$ cat src/rtl/ultrasonic_echo_rx.sv
// Ultrasonic echo receiver: arms on trigger fall, times the echo pulse and
// converts its width to centimetres by counting, with a timeout abort.
// Ports:
//   clk0    in   system clock, all logic on posedge
//   rst     in   synchronous active-high reset
//   trig    in   trigger as driven to the sensor (clk0-synchronous)
//   echo    in   sensor echo pin (asynchronous)
//   dist_cm out  last result, held until the next one (all ones on timeout)
//   valid   out  one-cycle pulse when dist_cm/near/timeout update
//   near    out  last non-timeout result below NEAR_CM
//   timeout out  last result was a timeout
//   busy    out  measurement armed or in progress
module ultrasonic_echo_rx #(
    parameter int unsigned CYCLES_PER_CM  = 2900,
    parameter int unsigned TIMEOUT_CYCLES = 999000,
    parameter int unsigned NEAR_CM        = 20,
    parameter int unsigned DIST_W         = 9,
    parameter int unsigned CNT_W          = 21
) (
    input  logic              clk0,
    input  logic              rst,
    input  logic              trig,
    input  logic              echo,
    output logic [DIST_W-1:0] dist_cm,
    output logic              valid,
    output logic              near,
    output logic              timeout,
    output logic              busy
);

    typedef enum logic [1:0] {
        IDLE = 2'd0,
        ARM  = 2'd1,
        MEAS = 2'd2
    } state_e;

    localparam logic [CNT_W-1:0]  TCNT_LAST = CNT_W'(TIMEOUT_CYCLES - 1);
    localparam logic [CNT_W-1:0]  SUB_LAST  = CNT_W'(CYCLES_PER_CM - 1);
    localparam logic [CNT_W-1:0]  CNT_ONE   = CNT_W'(1);
    localparam logic [DIST_W-1:0] CM_ONE    = DIST_W'(1);
    localparam logic [DIST_W-1:0] CM_MAX    = '1;

    state_e            state_q;
    logic              echo_m_q;
    logic              echo_s_q;
    logic              echo_dly_q;
    logic              trig_dly_q;
    logic [CNT_W-1:0]  tcnt_q;
    logic [CNT_W-1:0]  sub_q;
    logic [DIST_W-1:0] cm_q;
    logic [DIST_W-1:0] dist_q;
    logic              valid_q;
    logic              near_q;
    logic              timeout_q;
    logic              busy_q;

    logic              rise;
    logic              fall;
    logic              trig_rise;
    logic              trig_fall;
    logic              abort;
    logic              cm_near;
    logic [DIST_W-1:0] cm_inc;

    assign rise      = echo_s_q & ~echo_dly_q;
    assign fall      = ~echo_s_q & echo_dly_q;
    assign trig_rise = trig & ~trig_dly_q;
    assign trig_fall = ~trig & trig_dly_q;
    assign abort     = (tcnt_q == TCNT_LAST) | trig_rise;
    // Compare at 32 bits so NEAR_CM above the DIST_W range still works
    assign cm_near   = 32'(cm_q) < NEAR_CM;
    assign cm_inc    = (cm_q == CM_MAX) ? cm_q : cm_q + CM_ONE;

    always_ff @(posedge clk0) begin
        if (rst) begin
            state_q    <= IDLE;
            echo_m_q   <= 1'b0;
            echo_s_q   <= 1'b0;
            echo_dly_q <= 1'b0;
            trig_dly_q <= 1'b0;
            tcnt_q     <= '0;
            sub_q      <= '0;
            cm_q       <= '0;
            dist_q     <= '0;
            valid_q    <= 1'b0;
            near_q     <= 1'b0;
            timeout_q  <= 1'b0;
            busy_q     <= 1'b0;
        end else begin
            echo_m_q   <= echo;
            echo_s_q   <= echo_m_q;
            echo_dly_q <= echo_s_q;
            trig_dly_q <= trig;
            valid_q    <= 1'b0;
            unique case (state_q)
                IDLE: begin
                    if (trig_fall) begin
                        tcnt_q  <= '0;
                        sub_q   <= '0;
                        cm_q    <= '0;
                        state_q <= ARM;
                        busy_q  <= 1'b1;
                    end
                end
                ARM, MEAS: begin
                    tcnt_q <= tcnt_q + CNT_ONE;
                    // Timeout outranks a coincident echo fall
                    if (abort) begin
                        dist_q    <= '1;
                        near_q    <= 1'b0;
                        timeout_q <= 1'b1;
                        valid_q   <= 1'b1;
                        state_q   <= IDLE;
                        busy_q    <= 1'b0;
                    end else if (state_q == ARM) begin
                        // Rise cycle is the first measured cycle
                        if (rise) begin
                            state_q <= MEAS;
                            if (SUB_LAST == '0) begin
                                cm_q <= cm_inc;
                            end else begin
                                sub_q <= CNT_ONE;
                            end
                        end
                    end else if (fall) begin
                        dist_q    <= cm_q;
                        near_q    <= cm_near;
                        timeout_q <= 1'b0;
                        valid_q   <= 1'b1;
                        state_q   <= IDLE;
                        busy_q    <= 1'b0;
                    end else if (sub_q == SUB_LAST) begin
                        sub_q <= '0;
                        cm_q  <= cm_inc;
                    end else begin
                        sub_q <= sub_q + CNT_ONE;
                    end
                end
                default: begin
                    state_q <= IDLE;
                    busy_q  <= 1'b0;
                end
            endcase
        end
    end

    assign dist_cm = dist_q;
    assign valid   = valid_q;
    assign near    = near_q;
    assign timeout = timeout_q;
    assign busy    = busy_q;

endmodule

$ cat config.mk
export PLATFORM = sky130hd
export DESIGN_NAME = ultrasonic_echo_rx
export DESIGN_NICKNAME = d
export VERILOG_FILES = /design/src/rtl/ultrasonic_echo_rx.sv
export SDC_FILE = /design/constraint.sdc
export NUM_CORES = 1
export LEC_CHECK = 0
export ABC_CLOCK_PERIOD_IN_PS = 4000
export CAP_MARGIN = 40
export CORE_ASPECT_RATIO = 1.2
export CORE_MARGIN = 3
export CORE_UTILIZATION = 30
export DETAILED_ROUTE_END_ITERATION = 8
export PLACE_DENSITY_LB_ADDON = 0.3
export SKIP_CTS_REPAIR_TIMING = 1
export SLEW_MARGIN = 20
export SYNTH_ARGS = -nofsm -noshare
export SYNTH_HDL_FRONTEND = slang
export SYNTH_SLANG_ARGS = --single-unit
$ cat constraint.sdc
create_clock -name clk0 -period 4 [get_ports clk0]
set_clock_uncertainty 0.1 [all_clocks]
set_input_delay 0.6 -clock clk0 [delete_from_list [all_inputs] [get_ports clk0]]
set_output_delay 0.6 -clock clk0 [all_outputs]
set_load 0.02 [all_outputs]
==> reports/qor.txt, run 1 <==
final hold vios: 0
WP data arrival: 2920 ps
Multi-input gate area: 2183 um2
CTS tree: done
synth top area cells: dfxtp_1 37%, nor2_1 4.4%, o32ai_1 4.0%
P_sw: 0.6661 mW
Syn Inst Count: 443
Power Dens Cells: 476.9 nW/um2
commonest non-fill, non-tap cell in the layout: dfxtp_1
Pint: 1.407 mW
hold depth: 1
register area: 1401 um2
fill count: 1,256
vias in the first global route: 3,186
Final ANT Viol Nets: 0
CTS H-Tree Depth: 3
die extent in y: 128.6 um
Fin Setup TNS: 0 ps
endpoints failing setup: 0
largest net degree at the start of global routing: 59
WS Path Type: flop to flop
critical-path maximum fanout: 11
first-pass GRT wire length: 15.74 mm
Main synth FF type: dfxtp_1
Worst setup EP type: flop
Post-Syn Area per Cell: 8.484 um2
Worst-path clk slew: 60 ps
non-filler cells, final: 615
Leak: 1.525 nW
PortBufs: 16
Worst Hold End: echo_s_q$_SDFF_PP0_
Final period util: 68.52%
Cell Count Post-Placement: 599
Flop pwr share: 36.7%
final wirelength: 9.327 mm
setup repair after global routing missed its margin: false
dpl hpwl: 6.276 mm
die area: 13,910 um2
Critical Path Source Type: flop
DR WL/cell: 15.17 um
Crit Reg-Reg Endpoint: cm_q[8]$_SDFFE_PP0P_
post-synthesis sequential area ratio: 37.28%
Vias: 3,275
FFs w/ async S/R, synth: 0%
Rel. slew slack: 51.15%
drt first pass iters: 6
worst hold path type: flop to flop
max-slew violations: 0
maximum vdd drop: 211.8 uV
# DRC: 0
min cycle time layout: 2741 ps
clock sinks: 70
clock share of power: 39.7%
Yosys reg bits: 70
share of post-route cells with drive strength above 1: 9.471%
ANT cells: 0
HP Start: echo_m_q$_SDFF_PP0_
Slew @ Worst Pin: 731.4 ps
status: finished clean
Final #Nets: 462
YS warnings: 0
CP required: 4180 ps
Sw Share: 32.13%
clock root cell: clkbuf_16
combinational share of power: 23.5%
fmax: 0.3649 GHz
area grow syn2layout: 15.65%
clk buf depth: 2
max-cap viol count: 0
RePlAce Congestion: 0.7763
post-synth top area share: 37.28%
synth unique cells: 57
Syn Nets: 456
row cnt: 44
Core Area: 12,170 um2
Power, Total: 2.073 mW
flop2flop setup slack: 1260 ps
Top Ports: 17
initial core utilization: 30.89%
post-synthesis instance area: 3759 um2
clock buffer count from CTS: 9
die width: 108.2 um
number of antenna violations at the first check in global routing: 0
DR iter-0 viols: 164
drt via density: 5.325
RR Startpoint: state_q[0]$_SDFFE_PP0P_
grt ovf: 0
All-Layer GR Usage: 14.04%
r2r worst-path depth: 7
Clock Latency Late Sink: 340 ps
post-synth top area cell: dfxtp_1
most frequent cells in the layout: 70 x dfxtp_1, 44 x nor2_1, 35 x nand2_1
Post-synth EDFFs: 0
through the flow:
step	utilization, %	setup WS [ps]	hold slack [ps]	cell area (um2)
final	35.73	1259	342.4	4347
after CTS	35.73	1267	347.6	4347
after detailed placement	33.20	1230	342.5	4039
after global placement	33.07	1213	334.4	4024
after global routing	35.73	1071	358.0	4347
after floorplan	-	1515	313.8	3759
worst max-delay path: stages, from the launching register on:
cell and delay [ps]:
dfxtp_1 410, inv_1 100, ha_1 500, inv_1 100, or4b_4 560, a2111oi_4 470, and3_1 300, a221o_1 150
metal layers:
layer | routed length [um] | part of all wire (%) | global-route usage (%) | vias up
li1 | - | - | - | 1651
met1 | 4469 | 48 | 18.05 | 1560
met2 | 4387 | 47 | 22.62 | 53
met3 | 338 | 3.6 | 3.512 | 11
met4 | 131 | 1.4 | 5.498 | 0
met5 | 0 | 0 | 0 | -
Yosys cell counts (all sizes together) (11+ instances only):
cell / count
a211oi: 12
or3: 11
xor2: 17
o32ai: 17
nand3: 26
o21ai: 12
nand4: 19
nand2: 35
and3: 14
a21oi: 13
nor2b: 14
nor2: 44
clkbuf: 18
inv: 14
dfxtp: 70
worst max path at each step:
stage	cells past startpoint	slack, ps	end	from
global route	7	1070	cm_q[8]$_SDFFE_PP0P_	state_q[0]$_SDFFE_PP0P_
detailed placement	6	1230	sub_q[2]$_SDFFE_PP0P_	trig
finish	7	1260	cm_q[8]$_SDFFE_PP0P_	state_q[0]$_SDFFE_PP0P_
floorplan	8	1510	cm_q[1]$_SDFFE_PP0P_	cm_q[4]$_SDFFE_PP0P_
global placement	6	1210	sub_q[5]$_SDFFE_PP0P_	trig
CTS	7	1270	cm_q[1]$_SDFFE_PP0P_	state_q[0]$_SDFFE_PP0P_
logic make-up (layout without fill, tap and decap cells):
logic type / after synthesis / in the layout / share of synthesized area (%)
compound gates: 81 / 81 / 16.28
xor+xnor: 20 / 20 / 4.661
fa+ha+maj: 9 / 9 / 2.996
buf+inv: 40 / 51 / 4.627
flops: 70 / 70 / 37.28
mux: 8 / 8 / 2.131
simple gates: 215 / 215 / 32.02
state kept, by name (all words and copies together) (netlist names):
register	count
sub_q	21
cm_q	9
dist_cm	9
near	1
timeout	1
echo_dly_q	1
tcnt_q	21
state_q	2
echo_m_q	1
valid	1
trig_dly_q	1
echo_s_q	1
busy	1
layout make-up:
class | count | share of cell area (%)
multi-input cells | 333 | 50.23
flip-flops and latches | 70 | 32.24
clock buffers | 10 | 5.498
well taps | 161 | 4.634
repair buffers | 21 | 4.606
clock inverters | 6 | 1.583
inverters | 14 | 1.209
power by group through the flow:
stage	logic [mW]	clock network, mW	registers (mW)
floorplan	0.304	0	0.800
global placement	0.471	0	0.776
detailed placement	0.484	0	0.776
CTS	0.487	0.838	0.761
global route	0.532	0.874	0.768
finish	0.488	0.824	0.761
Note: power is estimated with default switching activity, not from simulation.
==> inputs of run 2 (changes only) <==
--- a/config.mk
+++ b/config.mk
@@ -5,7 +5,7 @@
 export SDC_FILE = /design/constraint.sdc
 export NUM_CORES = 1
 export LEC_CHECK = 0
-export ABC_CLOCK_PERIOD_IN_PS = 4000
+export ABC_CLOCK_PERIOD_IN_PS = 2300
 export CAP_MARGIN = 40
 export CORE_ASPECT_RATIO = 1.2
 export CORE_MARGIN = 3
==> constraint.sdc (replaced) <==
create_clock -name clk0 -period 2.3 [get_ports clk0]
set_clock_uncertainty 0.1 [all_clocks]
set_input_delay 0.345 -clock clk0 [delete_from_list [all_inputs] [get_ports clk0]]
set_output_delay 0.345 -clock clk0 [all_outputs]
set_load 0.02 [all_outputs]
==> run 2 against run 1 <==
The run now ends with setup timing left. Critical path type unchanged. Sequential power is 72% higher. Utilization is 2.4 points higher. Via count is 5.5% higher. First-iteration DRC count is 11% higher. Combinational power is 100% higher. Critical path depth is 2 higher. Count of clock-buffer cells in the layout is 3 higher. Highest routed layer unchanged. Total power is 73% higher. Die area stayed put. Global-route usage is 0.71 points higher. Sequential share of layout area is 2.0 points lower.
==> reports/qor.txt, run 2 (synthesis gave the netlist of run 1 again) <==
maximum vdd drop: 360.3 uV (+70%)
clock buffer count from CTS: 9 (unchanged)
clock share of power: 35.5% (-4.2 points)
RePlAce Congestion: 0.8427 (+8.6%)
Power Dens Cells: 772.4 nW/um2 (+62%)
commonest non-fill, non-tap cell in the layout: dfxtp_1
CP max-delay cell: or4b_4
Post-Place Worst Slack: -155.0 ps (-1385 ps)
critical path cell sequence: and3_4, and3_4, and3_4, ha_4, or4b_4, a2111oi_4, buf_6, nor4b_1, a221o_1
Buf/Inv on CP: 1 (-1)
Crit path largest cell delay: 520 ps (-40 ps)
WP data arrival: 2570 ps (-350 ps)
CP required: 2420 ps (-1760 ps)
Flop pwr share: 36.7% (about the same)
vias in the first global route: 3,421 (+7.4%)
Slew @ Worst Pin: 504.6 ps (-226.7 ps)
DR WL/cell: 14.87 um (-1.9%)
CTS tree: done
Core Area: 12,170 um2 (unchanged)
Worst setup EP type: flop
Vias: 3,455 (+5.5%)
largest registers: sub_q (21), tcnt_q (21)
Rel. slew slack: 66.36% (+15 points)
area grow syn2layout: 23.37%
final wirelength: 9.653 mm (+3.5%)
Critical Path Source Type: flop
Hold WS: 215.7 ps (-126.7 ps)
P_sw: 1.141 mW (+71%)
worst hold path type: primary input to flop
die extent in y: 128.6 um (unchanged)
wl on met1: 4.557 mm (+2.0%)
ANT cells: 0 (unchanged)
critical-path maximum fanout: 10 (-1)
Final #Nets: 496 (+7.4%)
initial core utilization: 30.89% (unchanged)
dpl hpwl: 6.686 mm (+6.5%)
Largest delay share family, worst path: simple AND/OR/NAND/NOR gates
die width: 108.2 um (unchanged)
top routing layer used: met4
PortBufs: 16 (unchanged)
drt first pass iters: 4 (-2)
most frequent CP cell: and3_4
final hold vios: 0 (unchanged)
die area: 13,910 um2 (unchanged)
All-Layer GR Usage: 14.75% (+0.71 points)
metal2 WL: 4.426 mm (+0.89%)
setup repair after global routing missed its margin: true
met3 wire length: 458 um (+36%)
DR iter-0 viols: 182 (+11%)
endpoints failing setup: 9 (+9)
# DRC: 0 (unchanged)
Final ANT Viol Nets: 0 (unchanged)
Leak: 1.689 nW (+11%)
combinational share of power: 27.8% (+4.3 points)
Pint: 2.440 mW (+73%)
most frequent cells in the layout: 68 x dfxtp_1, 44 x nor2_1, 35 x nand2_1
failing checks: setup timing
row cnt: 44 (unchanged)
grt ovf: 0 (unchanged)
drt via density: 5.324 (about the same)
Final period util: 106.6% (+38 points)
status: finished, violations left
clk buf depth: 2 (unchanged)
largest net degree at the start of global routing: 26 (-56%)
Fin Setup TNS: -562.3 ps (-562.3 ps)
clock root cell: clkbuf_16
number of antenna violations at the first check in global routing: 0 (unchanged)
max-slew violations: 0 (unchanged)
min cycle time layout: 2452 ps (-288.5 ps)
max-cap viol count: 0 (unchanged)
share of post-route cells with drive strength above 1: 16.60% (+7.1 points)
Worst-path clk slew: 60 ps (about the same)
Power, Total: 3.582 mW (+73%)
Sw Share: 31.86% (-0.27 points)
WS Path Type: flop to flop
clock sinks: 70 (unchanged)
first-pass GRT wire length: 16.38 mm (+4.1%)
fmax: 0.4078 GHz (+12%)
setup ws final: -152.2 ps (-1411 ps)
CTS H-Tree Depth: 3 (unchanged)
Clock Latency Late Sink: 340 ps (about the same)
Top Ports: 17 (unchanged)
-- run 2: cell types whose count changed in the layout (fill, tap and decap cells not counted), sizes merged --
cell and change:
buf +34, bufinv -1, clkbuf +3, clkinv -1, clkinvlp +1, inv -2
-- run 2: cell type report --
type                            instances  area (um2)
Tap cell                              161       201.4
Clock buffer                           13       250.2
Multi-Input combinational cell        333        2216
Fill cell                            1254        7530
Timing Repair Buffer                   55       493.0
Sequential cell                        70        1404
Clock inverter                          3       20.02
Inverter                               14       52.55
-- run 2: metrics by stage --
step,cell area [um2],std cells,util [%]
floorplan,3789,443,-
global placement,4354,633,35.79
detailed placement,4354,633,35.79
CTS,4624,649,38.01
global route,4637,649,38.11
finish,4637,649,38.11
-- run 2: final timing paths --
kind | startpoint | to | slack, ps | cells past startpoint
hold reg to reg | echo_m_q$_SDFF_PP0_ | echo_s_q$_SDFF_PP0_ | 350 | 1
hold / removal | rst | cm_q[7]$_SDFFE_PP0P_ | 220 | 3
setup reg to reg | cm_q[4]$_SDFFE_PP0P_ | cm_q[1]$_SDFFE_PP0P_ | -150 | 9
setup / recovery | cm_q[4]$_SDFFE_PP0P_ | cm_q[1]$_SDFFE_PP0P_ | -150 | 9
-- run 2: worst min-delay path, stage by stage --
cell and delay, ps:
buf_2 100, or2_2 110, mux2i_1 50
-- run 2: power by group through the flow --
stage	Combinational, mW	Clock [mW]	Sequential [mW]
2_1_floorplan	0.529	0	1.39
3_3_place_gp	0.978	0	1.34
3_5_place_dp	0.995	0	1.34
4_1_cts	0.997	1.32	1.31
5_1_grt	1.09	1.38	1.32
6_report	0.996	1.27	1.31
-- run 2: per-layer routing --
layer	vias up	track usage [%]
met5	-	0
met4	0	6.315
met3	18	4.064
met2	84	23.50
met1	1641	18.73
li1	1712	-
==> inputs of run 3 (changes only) <==
--- a/config.mk
+++ b/config.mk
@@ -10,10 +10,11 @@
 export CORE_ASPECT_RATIO = 1.2
 export CORE_MARGIN = 3
 export CORE_UTILIZATION = 30
+export CTS_BUF_LIST = sky130_fd_sc_hd__clkbuf_4 sky130_fd_sc_hd__clkbuf_8
+export CTS_CLUSTER_DIAMETER = 200
 export DETAILED_ROUTE_END_ITERATION = 8
 export PLACE_DENSITY_LB_ADDON = 0.3
 export SKIP_CTS_REPAIR_TIMING = 1
-export SLEW_MARGIN = 20
 export SYNTH_ARGS = -nofsm -noshare
 export SYNTH_HDL_FRONTEND = slang
 export SYNTH_SLANG_ARGS = --single-unit
==> run 3 against run 2 <==
The flow still finishes with violations (setup timing). Sequential power about the same. Maximum frequency shrank 0.11%. Via count decreased by 0.58%. Final cell count grew 0.15%. Global-route usage fell by 0.11 points. Non-clock buffer count is 1 higher. Wire length about the same. Sequential share of layout area is 0.52 points higher. Combinational power about the same. Critical path depth is the same. Clock power is 27% lower. Hold slack worse by 23 ps. Critical path type unchanged. Largest power group unchanged.
==> reports/qor.txt, run 3 (synthesis gave the netlist of run 1 again) <==
most frequent CP cell: and3_4
die area: 13,910 um2 (unchanged)
first-pass GRT wire length: 16.24 mm (-0.84%)
Vias: 3,435 (-0.58%)
fin util: 37.47% (-0.64 points)
status: finished, violations left
Top Ports: 17 (unchanged)
die width: 108.2 um (unchanged)
Leak: 1.658 nW (-1.8%)
Crit path largest cell delay: 520 ps (about the same)
number of antenna violations at the first check in global routing: 0 (unchanged)
vias in the first global route: 3,433 (+0.35%)
fmax: 0.4073 GHz (-0.11%)
commonest non-fill, non-tap cell in the layout: dfxtp_1
Power, Total: 3.236 mW (-9.7%)
WS Path Type: flop to flop
area grow syn2layout: 21.30%
final hold vios: 0 (unchanged)
Multi-input gate area: 2221 um2 (+0.23%)
Worst-path clk slew: 70 ps (about the same)
Core Area: 12,170 um2 (unchanged)
final wirelength: 9.647 mm (about the same)
max-slew violations: 0 (unchanged)
most frequent cells in the layout: 68 x dfxtp_1, 44 x nor2_1, 35 x nand2_1, 35 x buf_4, 24 x nand3_1
worst hold path type: primary input to flop
All-Layer GR Usage: 14.64% (-0.11 points)
Power Dens Cells: 709.7 nW/um2 (-8.1%)
dpl hpwl: 6.686 mm (unchanged)
setup repair after global routing missed its margin: true
ANT cells: 0 (unchanged)
Slew @ Worst Pin: 513.6 ps (+8.985 ps)
critical path cell sequence: and3_4, and3_4, and3_4, ha_4, or4b_4, a2111oi_4, buf_6, nor4b_1, a221o_1
clock sinks: 70 (unchanged)
clock buffer count from CTS: 9 (unchanged)
die extent in y: 128.6 um (unchanged)
clk buf depth: 2 (unchanged)
DR WL/cell: 14.84 um (-0.22%)
register area: 1404 um2 (unchanged)
drt first pass iters: 4 (unchanged)
CP max-delay cell: or4b_4
endpoints failing setup: 9 (unchanged)
Critical Path Source Type: flop
# DRC: 0 (unchanged)
PortBufs: 16 (unchanged)
row cnt: 44 (unchanged)
WP data arrival: 2600 ps (+30 ps)
CP required: 2440 ps (+20 ps)
failing checks: setup timing
Final ANT Viol Nets: 0 (unchanged)
largest net degree at the start of global routing: 26 (unchanged)
max-cap viol count: 0 (unchanged)
grt ovf: 0 (unchanged)
drt via density: 5.285 (-0.73%)
DR iter-0 viols: 181 (-0.55%)
share of post-route cells with drive strength above 1: 17.59% (+0.99 points)
fill count: 1,247 (-0.56%)
Rel. slew slack: 65.76% (-0.60 points)
Clock Latency Late Sink: 360 ps (+20 ps)
CTS tree: done
min cycle time layout: 2455 ps (+2.777 ps)
CTS H-Tree Depth: 3 (unchanged)
Final #Nets: 497 (+0.20%)
clock root cell: clkbuf_8
Final period util: 106.7% (+0.12 points)
setup ws final: -155.0 ps (-2.777 ps)
critical-path maximum fanout: 9 (-1)
RePlAce Congestion: 0.8427 (unchanged)
initial core utilization: 30.89% (unchanged)
maximum vdd drop: 413.1 uV (+15%)
Worst setup EP type: flop
largest registers: sub_q (21), tcnt_q (21)
## run 3: power breakdown
group	leakage, nW	total [mW]	internal [mW]	switching, mW
Sequential	0.567	1.31	1.28	0.0356
Clock	0.0899	0.928	0.456	0.473
Combinational	1.00	0.996	0.405	0.591
Total	1.66	3.24	2.14	1.10
## run 3: routing by layer
layer,GRT usage [%],routed length [um]
met2,23.28,4492
met5,0,0
met3,4.215,363
met1,18.46,4615
met4,6.389,176
## run 3: area by class of cell
cell class	count	share of cell area [%]
clock buffers	13	3.513
clock inverters	3	0.4391
inverters	14	1.153
multi-input cells	333	48.71
flip-flops and latches	70	30.79
well taps	161	4.418
repair buffers	56	10.98
## run 3: final timing paths
kind | startpoint | to | slack (ps) | cells past startpoint
worst max-delay path | cm_q[4]$_SDFFE_PP0P_ | cm_q[1]$_SDFFE_PP0P_ | -150 | 9
worst min-delay path | rst | cm_q[7]$_SDFFE_PP0P_ | 190 | 3
worst max register to register | cm_q[4]$_SDFFE_PP0P_ | cm_q[1]$_SDFFE_PP0P_ | -150 | 9
worst min register to register | echo_m_q$_SDFF_PP0_ | echo_s_q$_SDFF_PP0_ | 360 | 1
## run 3: per-stage QoR
stage          hold slack (ps)  setup TNS, ps  cells  setup WS [ps]  area, um2
4_1_cts                  163.3         -760.1    649         -169.7       4534
6_report                 193.2         -764.1    650         -155.0       4559
2_1_floorplan            313.8         -666.1    443         -131.7       3789
3_3_place_gp             346.9         -376.2    633         -95.78       4354
3_5_place_dp             329.2         -876.0    633         -155.0       4354
5_1_grt                  181.2          -1500    650         -225.8       4559
## run 3: worst max-delay path: cells and delay by family (launching register included)
| family | cells | cell delay [ps] |
|---|---|---|
| flops | 1 | 330 |
| simple gates | 5 | 1090 |
| fa+ha+maj | 1 | 140 |
| compound gates | 2 | 490 |
| buf+inv | 1 | 180 |
